**config.mk**
```make
export PLATFORM = sky130hd
export DESIGN_NAME = bit_stuffer
export DESIGN_NICKNAME = d
export VERILOG_FILES = /design/src/rtl/bit_stuffer.sv
export SDC_FILE = /design/constraint.sdc
export NUM_CORES = 1
export LEC_CHECK = 0
export BUFFER_PORTS_ARGS = -buffer_cell sky130_fd_sc_hd__buf_2
export CAP_MARGIN = 25
export CORE_MARGIN = 1
export CORE_UTILIZATION = 55
export DETAILED_ROUTE_END_ITERATION = 6
export GPL_ROUTABILITY_DRIVEN = 0
export PLACE_DENSITY_LB_ADDON = 0.15
export SYNTH_ARGS = -nofsm -noshare
export SYNTH_HDL_FRONTEND = slang
export SYNTH_SLANG_ARGS = --single-unit
export TNS_END_PERCENT = 20
```
**constraint.sdc**
```tcl
create_clock -name clk -period 4.8 [get_ports clk]
set_clock_uncertainty 0.05 [all_clocks]
set_input_delay 0.96 -clock clk [delete_from_list [all_inputs] [get_ports clk]]
set_output_delay 0.96 -clock clk [all_outputs]
set_load 0.01 [all_outputs]
```
**src/rtl/bit_stuffer.sv**
```systemverilog
// USB transmit bit stuffer: inserts a 0 after every RUN_LEN consecutive 1s of the
// crc serial stream, stalling crc through pause while the stuff bit goes out.
module bit_stuffer #(
  parameter int RUN_LEN = 6,
  parameter int CNT_W   = 8
) (
  input  logic             clk,
  input  logic             rst,
  input  logic             s_in,
  input  logic             start_b,
  input  logic             endb,
  output logic             pause,
  output logic             s_out,
  output logic             out_valid,
  output logic             out_start,
  output logic             out_end,
  output logic [CNT_W-1:0] stuff_count
);

  localparam int ONES_W = $clog2(RUN_LEN + 1);

  typedef enum logic [1:0] {
    IDLE  = 2'd0,
    SEND  = 2'd1,
    STUFF = 2'd2
  } state_t;

  state_t            state_r, state_s;
  logic [ONES_W-1:0] ones_r, ones_s, ones_base_s;
  logic              end_pend_r, end_pend_s;
  logic [CNT_W-1:0]  cnt_r, cnt_s;
  logic              consume_s, run_hit_s;
  logic              s_out_r, valid_r, start_r, end_r, pause_r;
  logic              s_out_s, valid_s, start_s, end_s, pause_s;

  assign s_out       = s_out_r;
  assign out_valid   = valid_r;
  assign out_start   = start_r;
  assign out_end     = end_r;
  assign pause       = pause_r;
  assign stuff_count = cnt_r;

  // Decide whether the input bit is taken this cycle; start_b always opens a fresh packet
  always_comb begin
    consume_s   = 1'b0;
    ones_base_s = {ONES_W{1'b0}};
    if (start_b) begin
      consume_s   = 1'b1;
      ones_base_s = {ONES_W{1'b0}};
    end else if (state_r == SEND) begin
      consume_s   = 1'b1;
      ones_base_s = ones_r;
    end else begin
      consume_s   = 1'b0;
      ones_base_s = {ONES_W{1'b0}};
    end
    run_hit_s = consume_s && s_in && (ones_base_s == ONES_W'(RUN_LEN - 1));
  end

  // State register plus registered outputs and datapath
  always_ff @(posedge clk) begin
    if (rst) begin
      state_r    <= IDLE;
      ones_r     <= {ONES_W{1'b0}};
      end_pend_r <= 1'b0;
      cnt_r      <= {CNT_W{1'b0}};
      s_out_r    <= 1'b0;
      valid_r    <= 1'b0;
      start_r    <= 1'b0;
      end_r      <= 1'b0;
      pause_r    <= 1'b0;
    end else begin
      state_r    <= state_s;
      ones_r     <= ones_s;
      end_pend_r <= end_pend_s;
      cnt_r      <= cnt_s;
      s_out_r    <= s_out_s;
      valid_r    <= valid_s;
      start_r    <= start_s;
      end_r      <= end_s;
      pause_r    <= pause_s;
    end
  end

  // Next-state logic
  always_comb begin
    state_s = state_r;
    if (consume_s) begin
      if (run_hit_s) begin
        state_s = STUFF;
      end else if (endb) begin
        state_s = IDLE;
      end else begin
        state_s = SEND;
      end
    end else if (state_r == STUFF) begin
      state_s = end_pend_r ? IDLE : SEND;
    end else begin
      state_s = state_r;
    end
  end

  // Output and datapath next values
  always_comb begin
    s_out_s    = 1'b0;
    valid_s    = 1'b0;
    start_s    = 1'b0;
    end_s      = 1'b0;
    pause_s    = 1'b0;
    ones_s     = ones_r;
    end_pend_s = end_pend_r;
    cnt_s      = cnt_r;
    if (consume_s) begin
      s_out_s    = s_in;
      valid_s    = 1'b1;
      start_s    = start_b;
      // When the last bit completes a run, framing end moves to the stuff bit
      end_s      = endb & ~run_hit_s;
      end_pend_s = endb & run_hit_s;
      ones_s     = s_in ? (ones_base_s + ONES_W'(1)) : {ONES_W{1'b0}};
      cnt_s      = start_b ? {CNT_W{1'b0}} : cnt_r;
    end else if (state_r == STUFF) begin
      s_out_s    = 1'b0;
      valid_s    = 1'b1;
      pause_s    = 1'b1;
      end_s      = end_pend_r;
      end_pend_s = 1'b0;
      ones_s     = {ONES_W{1'b0}};
      cnt_s      = (cnt_r == {CNT_W{1'b1}}) ? cnt_r : (cnt_r + CNT_W'(1));
    end else begin
      s_out_s = 1'b0;
      valid_s = 1'b0;
    end
  end

endmodule

```
Word-level counts from Yosys, hierarchy flattened
Index checks and enable logic that the tools add are counted.

Register bits after elaboration: 19. Memory bits (read-only): 0. RAM bits: 0. Output and inout bits: 13. Bits in latches: 0. Memories kept: 0.

$mul: 0. Mux-type cells: 22. Shifts and indexed selects: 0. Add/subtract/negate cells: 2. Equal/unequal tests: 6. Bitwise logic cells: 4. Reductions and logical operators: 6. $lt $le $gt $ge: 0. Div/mod/pow operators: 0.

Operators with widths (number): 8-bit two-way mux (4); 3-bit two-way mux (5); 1-bit two-way mux (10); 8-bit by 1-bit adder with 8-bit output (second input constant) (1); 8-bit == test (second input constant) (1); 2-bit two-way mux (3); 2-bit inequality test (second input constant) (2); 2-bit OR reduction (2); 3-bit by 1-bit adder with 3-bit output (second input constant) (1); 3-bit == test (second input constant) (1); 3-bit AND reduction (1); 1-bit AND (2); 2-bit by 1-bit == test with 1-bit output (second input constant) (1); 2-bit == test (second input constant) (1); 1-bit logical AND (2); 1-bit NOT (2); 2-bit nonzero test (1).

Logic depth before layout (Yosys ltp)
Gate-level depths: netlist (run 1).

Depth in word-level cells: 8. Gate-level depth with buffers: 8.

Worst setup path after synthesis (run 1)
OpenSTA, ideal clock, no wires.

Path type: input to register. Start: in start_b. End: reg end_pend_r. Path buffers: 1. Data required time: 4.625 ns. Data arrival time: 2.004 ns. Slack: 2.622 ns. Cell stages on the path: 7. Cells stage by stage: buf_2 -> nor3b_2 -> nand2_1 -> ha_1 -> and4_1 -> a22oi_1 -> nor2_1.

Word-level cells in the longest chain between the ends: 5. Elaborated cells between the ends (all ways): 8. Classes of those cells: 1 x eq/ne; 3 x mux; 1 x bitwise; 3 x reduce/logical.

RTL lines: start: declaration (line 10) `input logic start_b,`; 3-bit two-way mux or 1-bit two-way mux (tied branches) (line 47) `if (start_b) begin`; 3-bit == test or 1-bit logical AND (tied branches) (line 57) `run_hit_s = consume_s && s_in && (ones_base_s == ONES_W'(RUN_LEN - 1));`; 1-bit logical AND (line 57); 1-bit AND (line 119) `end_pend_s = endb & run_hit_s;`; 1-bit two-way mux (line 113) `if (consume_s) begin`; end signal: assignment (line 75) `end_pend_r <= end_pend_s;`; end: declaration (line 30) `logic end_pend_r, end_pend_s;`.

Several ways; a longest one is shown, not always the timed one. A chain may end at the register's enable or synchronous reset.

Final worst setup path (run 1)
Ends and elaborated chain as after synthesis.

==> impl_metrics.ini, run 1 <==
[status]
status = complete, no violations

[timing]
max_freq_mhz = 500.6
hold_viol = 0
tightest_slew_ns = 0.5211
rsz0062_at_grt = no
finalMaxSlewViolations = 0
slew_headroom_pct = 64.94
finalSetupTns_ns = 0
setup_viol = 0
min_period_over_period_pct = 41.61
fin_crit_ns = 1.997
timing.final.ws_setup_ns = 2.803

[floorplanning]
die_w_um = 41.59
die-area_um2 = 1730
io_pins = 18
start_util_pct = 62.35
die_h_um = 41.59
num_rows = 13
placeableCoreArea_um2 = 1383

[clock_tree]
cts_root_buf = clkbuf_4
cts_setup_buffers = 0
cts_tree = built
hold_buffers = 0
clkTransAtPathRegs_ns = 0.10
ctsLongestPathBuffers = 2
cts_buffers = 3
post_cts_resized = 0
cts.sinks = 19
insertion_delay_ns = 0.30
htree_levels = 1

[routing]
dr.pass1.iters = 4
drcViolationCount = 0
viasPerCell = 5.485
wl_um = 1541
drt-wirelength-per-cell_um = 11.85
vias = 713
drtIter0Drc = 4
ant_nets = 0

[synth]
synthFlopType = dfxtp_1
synth_top_area_share_pct = 44.12
async_reset_ff_share_pct = 0
synthMuxAreaShare_pct = 2.322
yosys_warnings = 0
syn_inst = 97
synth_cell_types = 33
synth_common_cells = dfxtp_1, nor2_1, nand2_1, o21ai_0
ys_ff_latch = 19
synthTopCellsByArea = dfxtp_1, nor2_1, ha_1, xor2_1, nand2_1
synth_fa_ha_area_share_pct = 4.354
synth_compound_area_share_pct = 14.80
synth_top_family_by_area = simple AND/OR/NAND/NOR gates
yosysTopAreaCell = dfxtp_1
syn_nets = 105
yosys.area_share.simple_pct = 27.00
synth_most_common_cell = dfxtp_1
syn_area_um2 = 862.1
synth_xor_area_share_pct = 4.064
post_synth.cell_area_avg_um2 = 8.887
synth_edf_count = 0
ys_seq_area_share_pct = 44.12

[global_route]
antenna_found_initial = 0
grt_start_max_net_pins = 11
grtUsageTotal_pct = 19.09
grt-ovfl-total = 0
grt_pass1_vias = 602
grt_pass1_wl_um = 2470

[worst_setup_path]
cp-end-kind = flip-flop
arrival_ns = 2.19
cp-start-kind = primary input
path_max_fanout = 9
rr_startpoint = state_r[0]
startpoint = start_b
required_ns = 4.99
crit_type = in -> reg

[placed_design]
dpl.cell_count = 126
io_buffers = 17
hpwl_um = 1150
dp_slack_ns = 2.499

[power]
irDropWorstVdd_uv = 137.6
power.density_nw_per_um2 = 261.8
p_leak_nw = 0.4362

[flow_run]
maxCapViolCount = 0

[min_path]
hold_class = reg -> reg
hp-start = ones_r[0]

[finish]
nNetsFinal = 124
drive_above_1_share_pct = 21.74
fin_util_pct = 70.77
diodes = 0
area_delta_synth_final_pct = 13.50
final_cells = 130
-- cell usage in the layout (no fill, tap or decap), types with 2 or more instances in the layout --
master / instances
a21oi_1: 2
a22oi_1: 2
and3_1: 3
buf_2: 17
clkbuf_4: 3
dfxtp_1: 19
ha_1: 3
inv_1: 4
mux2i_1: 2
nand2_1: 7
nand2b_1: 3
nand3_1: 3
nor2_1: 13
nor3_1: 3
nor4_1: 3
o211ai_1: 3
o21ai_0: 5
xor2_1: 4
-- registers in the layout (all words and copies together), names as in the netlist --
| register | flops |
|---|---|
| stuff_count | 8 |
| ones_r | 3 |
| state_r | 2 |
| end_pend_r | 1 |
| out_end | 1 |
| out_start | 1 |
| out_valid | 1 |
| pause | 1 |
| s_out | 1 |
-- power by group --
group	switching [W]	internal, W	total (W)
Sequential	0.00000104	0.000160	0.000161
Clock	0.0000479	0.0000324	0.0000803
Combinational	0.00000889	0.00000572	0.0000146
-- metal layers --
layer / wire, um / share of wire, % / GRT usage, %
met5: 0 / 0 / 0
met4: 39 / 2.5 / 13.55
met3: 53 / 3.4 / 5.217
met2: 725 / 47 / 29.06
met1: 723 / 47 / 23.01
-- critical path: stages --
cell and delay, ns:
buf_2 0.14, nor3b_2 0.24, and2_1 0.23, ha_1 0.15, and4_1 0.26, a22oi_1 0.11, nor2_1 0.10
-- worst paths after layout --
kind	slack [ns]	to	depth (start not counted)
setup / recovery	2.80	end_pend_r	7
hold / removal	0.41	ones_r[0]	2
setup reg to reg	3.17	end_pend_r	6
hold reg to reg	0.41	ones_r[0]	2
-- per-stage QoR --
step,hold slack [ns],power [W],area (um^2)
global placement,0.4064,0.0001793,952.2
CTS,0.4214,0.0002583,978.4
floorplan,0.3667,0.0001747,862.1
global route,0.4441,0.0002674,978.4
finish,0.4141,0.0002562,978.4
detailed placement,0.3975,0.0001796,952.2
-- logic make-up after synthesis --
kind of cell               after synthesis
xor gates and xnor gates                 4
buffers and inverters                    7
AOI/OAI and AO/OA                       18
adders and majority gates                3
and+or+nand+nor                         44
muxes                                    2
DFF                                     19
-- cell type report --
class | instances | area (um^2)
clock buffers | 4 | 26.28
fillers | 124 | 404.1
inverters | 4 | 15.01
multi-input cells | 71 | 452.9
flip-flops and latches | 19 | 380.4
well taps | 15 | 18.77
repair buffers | 17 | 85.08
Note: power is estimated with default switching activity, not from simulation.
==> run 2: changes to the inputs <==
--- a/config.mk
+++ b/config.mk
@@ -8,7 +8,7 @@
 export BUFFER_PORTS_ARGS = -buffer_cell sky130_fd_sc_hd__buf_2
 export CAP_MARGIN = 25
 export CORE_MARGIN = 1
-export CORE_UTILIZATION = 55
+export CORE_UTILIZATION = 46
 export DETAILED_ROUTE_END_ITERATION = 6
 export GPL_ROUTABILITY_DRIVEN = 0
 export PLACE_DENSITY_LB_ADDON = 0.15
==> constraint.sdc (replaced) <==
create_clock -name clk -period 1.7 [get_ports clk]
set_clock_uncertainty 0.05 [all_clocks]
set_input_delay 0.34 -clock clk [delete_from_list [all_inputs] [get_ports clk]]
set_output_delay 0.34 -clock clk [all_outputs]
set_load 0.01 [all_outputs]
==> run 2 against run 1 <==
Net effect:
- sequential share of layout area decreased by 2.0 points
- final area increased by 5.8%
- sequential power increased to 2.8 times the previous value
- non-clock buffer count increased by 4
- combinational power increased to 3.2 times the previous value
- clock power increased to 2.8 times the previous value
- routed wire length increased by 6.1%
- flip-flop and latch count unchanged
- global-route usage decreased by 2.2 points
- register-to-register slack got worse by 3.1 ns
- worst setup slack got worse by 2.7 ns
- worst hold slack got worse by 0.15 ns
- largest cell class unchanged
- largest power group unchanged
- highest routed layer unchanged
==> impl_metrics.ini, run 2 (synthesis results as in run 1) <==
[worst_setup_path]
r2r_end = end_pend_r
crit_type = reg -> reg
reg2regPathDepth = 6
rr_startpoint = state_r[1]
cp-start-kind = flip-flop
r2r_setup_slack_ns = 0.09
required_ns = 1.84
worst-path-buf-inv = 0
path_cells = nor3b_4, and2_1, ha_1, and4_1, a22oi_1, nor2_1
arrival_ns = 1.75
cp_slowest_cell = dfxtp_1
cp-end-kind = flip-flop
cp_top_family = simple AND/OR/NAND/NOR gates
path_max_fanout = 7
worst_path_largest_cell_delay_ns = 0.48

[power]
irDropWorstVdd_uv = 420.6
power.density_nw_per_um2 = 702.6
p_leak_nw = 0.4564
p_total_w = 0.0007270

[placed_design]
dp_slack_ns = 0.07884
hpwl_um = 1177
io_buffers = 17

[global_route]
grtUsageTotal_pct = 16.90
grt-ovfl-total = 0
antenna_found_initial = 0
grt_pass1_wl_um = 2463
grt_pass1_vias = 575
grt_start_max_net_pins = 11

[routing]
vias = 729
drt-wirelength-per-cell_um = 11.35
ant_nets = 0
drtIter0Drc = 19
drcViolationCount = 0
dr.pass1.iters = 3
wl_um = 1635
viasPerCell = 5.063

[finish]
nNetsFinal = 128
drive_above_1_share_pct = 26.05
mostFrequentLayoutCells = dfxtp_1, buf_2, nor2_1
final_common_cell = dfxtp_1
diodes = 0
largest_reg_flops = 8
area_delta_synth_final_pct = 20.03

[timing]
slew_headroom_pct = 75.46
max_freq_mhz = 623.0
rsz0062_at_grt = no
finalSetupTns_ns = 0
holdWs_ns = 0.2638
fin_crit_ns = 1.605
tightest_slew_ns = 0.3651
min_period_over_period_pct = 94.41
finalMaxSlewViolations = 0
hold_viol = 0
timing.final.ws_setup_ns = 0.09495
setup_viol = 0

[flow_run]
maxCapViolCount = 0

[clock_tree]
cts.sinks = 19
cts_root_buf = clkbuf_4
htree_levels = 1
ctsLongestPathBuffers = 2
insertion_delay_ns = 0.29
cts_tree = built
clkTransAtPathRegs_ns = 0.11
cts_buffers = 3

[floorplanning]
start_util_pct = 49.39
die_h_um = 45.29
io_pins = 18
placeableCoreArea_um2 = 1745
die-area_um2 = 2051
num_rows = 15
die_w_um = 45.29

[min_path]
hold_class = in -> reg
hold_end = out_start
whs_path_depth = 2
hp-start = rst

[status]
status = complete, no violations
[run 2: changes by cell type in the layout (fill, tap and decap cells not counted)]
cell     change
nor3b_2      -1
dfxtp_1      -1
nor3b_4      +1
nor4_2       +1
nor4_1       -1
dfxtp_2      +1
buf_4        +4
[run 2: what timing repair did]
action | in CTS | in global routing
endpoints found under the setup margin | 0 | 4
resized for setup | 0 | 3
setup buffers | 0 | 1
hold buffers | 0 | 0
[run 2: layout make-up]
type / instances / area (um^2)
Timing Repair Buffer: 21 / 115.1
Inverter: 4 / 15.01
Sequential cell: 19 / 381.6
Multi-Input combinational cell: 71 / 465.4
Fill cell: 168 / 710.7
Clock buffer: 4 / 26.28
Tap cell: 25 / 31.28
[run 2: worst max path at each step]
stage                                end            from  cells after the start  slack [ns]
after floorplan               end_pend_r         start_b                      7        0.14
after global placement    stuff_count[1]  stuff_count[1]                      5        0.15
after detailed placement      end_pend_r         start_b                      7        0.08
after CTS                     end_pend_r      state_r[0]                      6        0.05
after global routing          end_pend_r      state_r[1]                      6        0.02
final                         end_pend_r      state_r[1]                      6        0.09
[run 2: per-stage QoR]
stage	instances	area [um^2]	utilization [%]
after global routing	144	1035	59.28
after global placement	139	987.2	56.56
after detailed placement	139	987.2	56.56
final	144	1035	59.28
after floorplan	97	862.1	-
after CTS	143	1013	58.06
[run 2: metal layers]
layer	vias up	part of all wire, %	global-route usage [%]
li1	381	-	-
met1	329	50	24.25
met2	15	44	23.48
met3	4	3.1	3.600
met4	0	2.2	9.091
met5	-	0	0
[run 2: where the power goes]
group	internal, W	switching [W]
Clock	0.0000913	0.000133
Sequential	0.000453	0.00000323
Combinational	0.0000197	0.0000268
Total	0.000564	0.000163
